<file path="config.mk">
export PLATFORM = sky130hd
export DESIGN_NAME = bus_arbiter
export DESIGN_NICKNAME = d
export VERILOG_FILES = /design/src/rtl/survivor_bus_pkg.sv /design/src/rtl/rr_priority_picker.sv /design/src/rtl/bus_arbiter.sv
export SDC_FILE = /design/constraint.sdc
export NUM_CORES = 1
export LEC_CHECK = 0
export BUFFER_PORTS_ARGS = -buffer_cell sky130_fd_sc_hd__buf_2
export CORE_MARGIN = 2
export CORE_UTILIZATION = 44
export DETAILED_ROUTE_END_ITERATION = 6
export PLACE_DENSITY_LB_ADDON = 0.05
export SLEW_MARGIN = 10
export SYNTH_ARGS = -nofsm -noshare
export SYNTH_HDL_FRONTEND = slang
export SYNTH_SLANG_ARGS = --single-unit
</file>
<file path="constraint.sdc">
create_clock -name clock -period 2.05 [get_ports clock]
set_clock_uncertainty 0.2 [all_clocks]
set_input_delay 0.3075 -clock clock [delete_from_list [all_inputs] [get_ports clock]]
set_output_delay 0.3075 -clock clock [all_outputs]
set_load 0.01 [all_outputs]
</file>
<file path="src/rtl/survivor_bus_pkg.sv">
// Shared types and default constants for the survivor tristate bus arbiter.
package survivor_bus_pkg;

    typedef enum logic [1:0] {
        IDLE       = 2'd0,
        GRANT      = 2'd1,
        TURNAROUND = 2'd2
    } arb_state_t;

    localparam int ARB_DEFAULT_N          = 4;
    localparam int ARB_DEFAULT_TURNAROUND = 1;
    localparam int ARB_DEFAULT_MAX_TENURE = 8;

endpackage

</file>
<file path="src/rtl/rr_priority_picker.sv">
// Combinational round-robin picker: finds the first requester after 'last',
// scanning in rotated order and mapping the hit back to an absolute index.
module rr_priority_picker #(
    parameter int N = 4,
    parameter int W = $clog2(N)
) (
    input  logic [N-1:0] req,
    input  logic [W-1:0] last,
    output logic         found,
    output logic [W-1:0] winner
);

    logic [W+1:0] start;
    logic [W+1:0] idx;

    // Walk the rotated positions from farthest to nearest so the nearest hit wins.
    always_comb begin
        start  = (W+2)'(last) + (W+2)'(1);
        found  = |req;
        winner = '0;
        idx    = '0;
        for (int i = N - 1; i >= 0; i--) begin
            idx = start + (W+2)'(i);
            if (idx >= (W+2)'(N)) begin
                idx = idx - (W+2)'(N);
            end
            if (req[idx[W-1:0]]) begin
                winner = idx[W-1:0];
            end
        end
    end

endmodule

</file>
<file path="src/rtl/bus_arbiter.sv">
// Round-robin owner selection for the shared tristate bus. Produces a
// registered one-hot-or-zero drive_en with a dead-time between owners.
// Optional macro ARB_TENURE_LIMIT_EN adds forced revocation after MAX_TENURE
// grant cycles when another requester is waiting.
module bus_arbiter
    import survivor_bus_pkg::*;
#(
    parameter int N                 = ARB_DEFAULT_N,
    parameter int TURNAROUND_CYCLES = ARB_DEFAULT_TURNAROUND,
    parameter int MAX_TENURE        = ARB_DEFAULT_MAX_TENURE
) (
    input  logic                 clock,
    input  logic                 reset,
    input  logic [N-1:0]         req,
    output logic [N-1:0]         drive_en,
    output logic [$clog2(N)-1:0] grant_id,
    output logic                 bus_busy,
    output logic                 preempt
);

    localparam int              W       = $clog2(N);
    localparam int              TA_W    = $clog2(TURNAROUND_CYCLES + 1);
    localparam logic [TA_W-1:0] TA_LOAD = TA_W'(TURNAROUND_CYCLES - 1);
    localparam logic [N-1:0]    ONE     = {{(N-1){1'b0}}, 1'b1};

    if (N < 2 || N > 16 || TURNAROUND_CYCLES < 1 || MAX_TENURE < 1) begin : g_bad_params
        $error("bus_arbiter: parameter out of range");
    end

    arb_state_t      state;
    arb_state_t      next_state;
    logic [W-1:0]    last;
    logic [W-1:0]    last_next;
    logic [W-1:0]    winner;
    logic            found;
    logic [TA_W-1:0] ta_count;
    logic [TA_W-1:0] ta_next;
    logic [N-1:0]    drive_next;
    logic [W-1:0]    grant_next;
    logic            busy_next;
    logic            arb_edge;
    logic            owner_done;
    logic            revoke_edge;

    rr_priority_picker #(
        .N(N),
        .W(W)
    ) u_picker (
        .req   (req),
        .last  (last),
        .found (found),
        .winner(winner)
    );

    assign arb_edge   = (state == IDLE) || ((state == TURNAROUND) && (ta_count == '0));
    assign owner_done = (state == GRANT) && !req[grant_id];

`ifdef ARB_TENURE_LIMIT_EN
    localparam int               TEN_W   = $clog2(MAX_TENURE + 1);
    localparam logic [TEN_W-1:0] TEN_MAX = TEN_W'(MAX_TENURE);

    logic [TEN_W-1:0] tenure;
    logic [TEN_W-1:0] tenure_next;
    logic             preempt_next;

    assign revoke_edge = (state == GRANT) && req[grant_id] && (tenure == TEN_MAX)
                         && (|(req & ~drive_en));
`else
    assign revoke_edge = 1'b0;
    assign preempt     = 1'b0;
`endif

    // State and output registers; reset drops every driver enable immediately.
    always_ff @(posedge clock or posedge reset) begin
        if (reset) begin
            state    <= IDLE;
            drive_en <= '0;
            grant_id <= '0;
            bus_busy <= 1'b0;
            last     <= W'(N - 1);
            ta_count <= '0;
`ifdef ARB_TENURE_LIMIT_EN
            tenure   <= '0;
            preempt  <= 1'b0;
`endif
        end else begin
            state    <= next_state;
            drive_en <= drive_next;
            grant_id <= grant_next;
            bus_busy <= busy_next;
            last     <= last_next;
            ta_count <= ta_next;
`ifdef ARB_TENURE_LIMIT_EN
            tenure   <= tenure_next;
            preempt  <= preempt_next;
`endif
        end
    end

    // Next-state decision: arbitrate when idle or when the dead-time expires.
    always_comb begin
        next_state = state;
        case (state)
            IDLE:       next_state = found ? GRANT : IDLE;
            GRANT:      if (owner_done || revoke_edge) next_state = TURNAROUND;
            TURNAROUND: if (arb_edge) next_state = found ? GRANT : IDLE;
            default:    next_state = IDLE;
        endcase
    end

    // Next values of the registered outputs, pointer and counters.
    always_comb begin
        drive_next   = drive_en;
        grant_next   = grant_id;
        busy_next    = bus_busy;
        last_next    = last;
        ta_next      = ta_count;
`ifdef ARB_TENURE_LIMIT_EN
        tenure_next  = tenure;
        preempt_next = 1'b0;
`endif
        case (state)
            IDLE, TURNAROUND: begin
                if (arb_edge) begin
                    if (found) begin
                        drive_next  = ONE << winner;
                        grant_next  = winner;
                        busy_next   = 1'b1;
                        last_next   = winner;
`ifdef ARB_TENURE_LIMIT_EN
                        tenure_next = TEN_W'(1);
`endif
                    end else begin
                        drive_next = '0;
                        grant_next = '0;
                        busy_next  = 1'b0;
                    end
                end else begin
                    ta_next = ta_count - TA_W'(1);
                end
            end
            GRANT: begin
                if (owner_done || revoke_edge) begin
                    drive_next   = '0;
                    grant_next   = '0;
                    busy_next    = 1'b0;
                    ta_next      = TA_LOAD;
`ifdef ARB_TENURE_LIMIT_EN
                    preempt_next = revoke_edge;
`endif
                end else begin
`ifdef ARB_TENURE_LIMIT_EN
                    if (tenure != TEN_MAX) begin
                        tenure_next = tenure + TEN_W'(1);
                    end
`endif
                end
            end
            default: begin
                drive_next = '0;
                grant_next = '0;
                busy_next  = 1'b0;
            end
        endcase
    end

endmodule

</file>
==> reports/metrics.cfg <==
[run_status]
status=finished, final reports clean

[setup_path]
start_kind=flip-flop
rr_endpoint=drive_en[2]
crit_type=reg -> reg
endpoint_kind=flip-flop
ff2ff_path_depth=3
cp.required_ns=2.01
worst_path_largest_cell_delay_ns=0.56
path_max_fanout=7
r2r_start=grant_id[0]
path_cells=mux4_2 -> o2bb2ai_2 -> a22o_1
r2r_slack_ns=0.35
crit_slowest_cell=mux4_2
arrival_ns=1.66

[floorplanning]
fp.coreArea_um2=1270
die-area_um2=1620
io-pin-count=14
start_util_pct=45.6
rows=13
die_h_um=40.2
die_width_um=40.2

[power_and_ir_drop]
p_leak_uw=0.000351
power_frac_seq_pct=41.3
clock_power_share_pct=17.9
powerDensity_nw_per_um2=1480
power.switching_uw=367
swShare_pct=35.4
p_int_uw=670
peakVddDrop_mv=0.756
p_comb_share_pct=40.9

[synthesis]
synth_nets=58
synth.cell_area_um2=578
yosysUniqueCellTypes=23
synthXorXnorAreaFrac_pct=0
yosysMostFrequentCell=dfrtp_1
avgSynthCellArea_um2=11.1
seq_area_frac_synth_pct=52.4
synthSimpleGateAreaFrac_pct=14.7
synth_area_leaders=dfrtp_1 43%, dfstp_2 9.1%, a22o_1 6.1%, nand2b_1 5.4%, nand2_1 4.5%
yosys_warnings=0
synth_top_family_by_area=compound AO/OA/AOI/OAI gates
synth-edff-count=0
synth_area_leader_cell=dfrtp_1
synth-main-ff-cell=dfrtp_1
synth-compound-area-share_pct=25.8
synth_commonest_cells=10 x dfrtp_1, 7 x nand2_1, 5 x nand2b_1
synth_adder_area_share_pct=0
synth_top_area_share_pct=43.3
ys_ff_latch=12
synthArstFlopShare_pct=100
synth_cells=52
synth.mux.area_fraction_pct=3.90

[placement]
dp_hpwl_um=894
io_buffers=12
gp_congestion=0.732
dp_slack_ns=0.334

[global_route]
grt_max_degree=13
antenna_found_initial=0
grt_pass1_wl_mm=1.81
grt_pass1_vias=449
grt_overflow=0
grt_usage_pct=18.2

[sta]
rsz0062_at_grt=no
tns_ns=0
holdWs_ns=0.302
setup_viol=0
finalCriticalPeriod_ns=1.70
period_share_pct=83.1
hold_viol_final=0
setup_slack_ns=0.347
fmax_ghz=0.587
finalMaxSlewViolations=0

[clocking]
root_buffer=clkbuf_4
cts.sinks=12
cts_tree=done
path_clk_slew_ns=0.07
htree_levels=1
cts_made_buffers=3
postCtsSetupBuffers=0
clock_path_buffers=2
insertion_delay_ns=0.27

[cells_and_area]
area_growth_pct=21.6
nets=76
drive_above_1_share_pct=33.3
post-route-util_pct=55.4
insertedDiodeCount=0

[drt]
ant_nets=0
viasPerCell=5.32
drc=0
firstDrtPassIters=2
drt_first_iter_violations=5
wl_per_cell_um=13.3
vias=447
finalWirelength_mm=1.12

[worst_hold_path]
min_from=drive_en[1]
hp-class=reg -> reg
min_delay_path_depth=1
hold_path_end=drive_en[1]

[flow_run]
cap_violations=0

## power groups by stage
stage	sequential [µW]	clock (µW)	combinational, µW
2_1_floorplan	450	0	260
3_3_place_gp	431	0	427
3_5_place_dp	435	0	428
4_1_cts	429	194	430
5_1_grt	444	200	472
6_report	428	185	424
## layer usage
layer | vias up | GRT usage, % | share of wire (%)
met5 | - | 0 | 0
met1 | 216 | 21.9 | 46
met2 | 7 | 29.4 | 50
met3 | 2 | 1.67 | 3.0
li1 | 222 | - | -
met4 | 0 | 15.0 | 0.72
## state kept, by name, indices dropped and copies added (netlist names)
name	cells
drive_en	4
bus_busy	1
ta_count	1
last	2
state	2
grant_id	2
## worst max path at each step
stage / from / to / slack [ns] / cells past startpoint
global route: grant_id[0] / drive_en[2] / 0.27 / 3
finish: grant_id[0] / drive_en[2] / 0.35 / 3
global placement: req[3] / drive_en[2] / 0.34 / 4
detailed placement: req[3] / drive_en[2] / 0.33 / 4
CTS: grant_id[0] / drive_en[2] / 0.33 / 3
floorplan: grant_id[0] / drive_en[3] / 0.38 / 3
## repair_timing
item	in CTS	in global routing
hold buffers	1	0
resized for setup	0	0
endpoints found under the hold margin	10	0
## layout by cell type, fill, tap and decap left out, types with 2 or more instances in the layout
master / netlist / layout
nand2_1: 7 / 7
a22o_1: 4 / 4
buf_2: 0 / 12
inv_1: 2 / 2
o21ai_0: 2 / 2
nand2b_1: 5 / 5
nor2_1: 3 / 3
dfrtp_1: 10 / 10
dfstp_2: 2 / 2
a21o_1: 3 / 3
clkbuf_4: 0 / 3
## worst max-delay path: cells and delay by family (launching register included)
family / cells / cell delay (ns)
compound gates: 2 / 0.44
mux: 1 / 0.56
flops: 1 / 0.39
## metrics by stage
step / area (µm²) / std cells / power, µW
2_1_floorplan: 578 / 52 / 710
3_3_place_gp: 657 / 79 / 858
3_5_place_dp: 657 / 79 / 863
4_1_cts: 703 / 84 / 1050
5_1_grt: 703 / 84 / 1120
6_report: 703 / 84 / 1040
## layout make-up
type / instances / area, µm²
Clock buffer: 4 / 36.3
Fill cell: 115 / 566
Inverter: 2 / 7.51
Multi-Input combinational cell: 37 / 260
Sequential cell: 12 / 303
Tap cell: 15 / 18.8
Timing Repair Buffer: 14 / 77.6
## cell families after synthesis
logic type	Yosys count
AND/OR/NAND/NOR	17
multiplexers	1
buffers and inverters	3
flip-flops	12
AO/OA/AOI/OAI	18
other	1
Note: power is estimated with default switching activity, not from simulation.
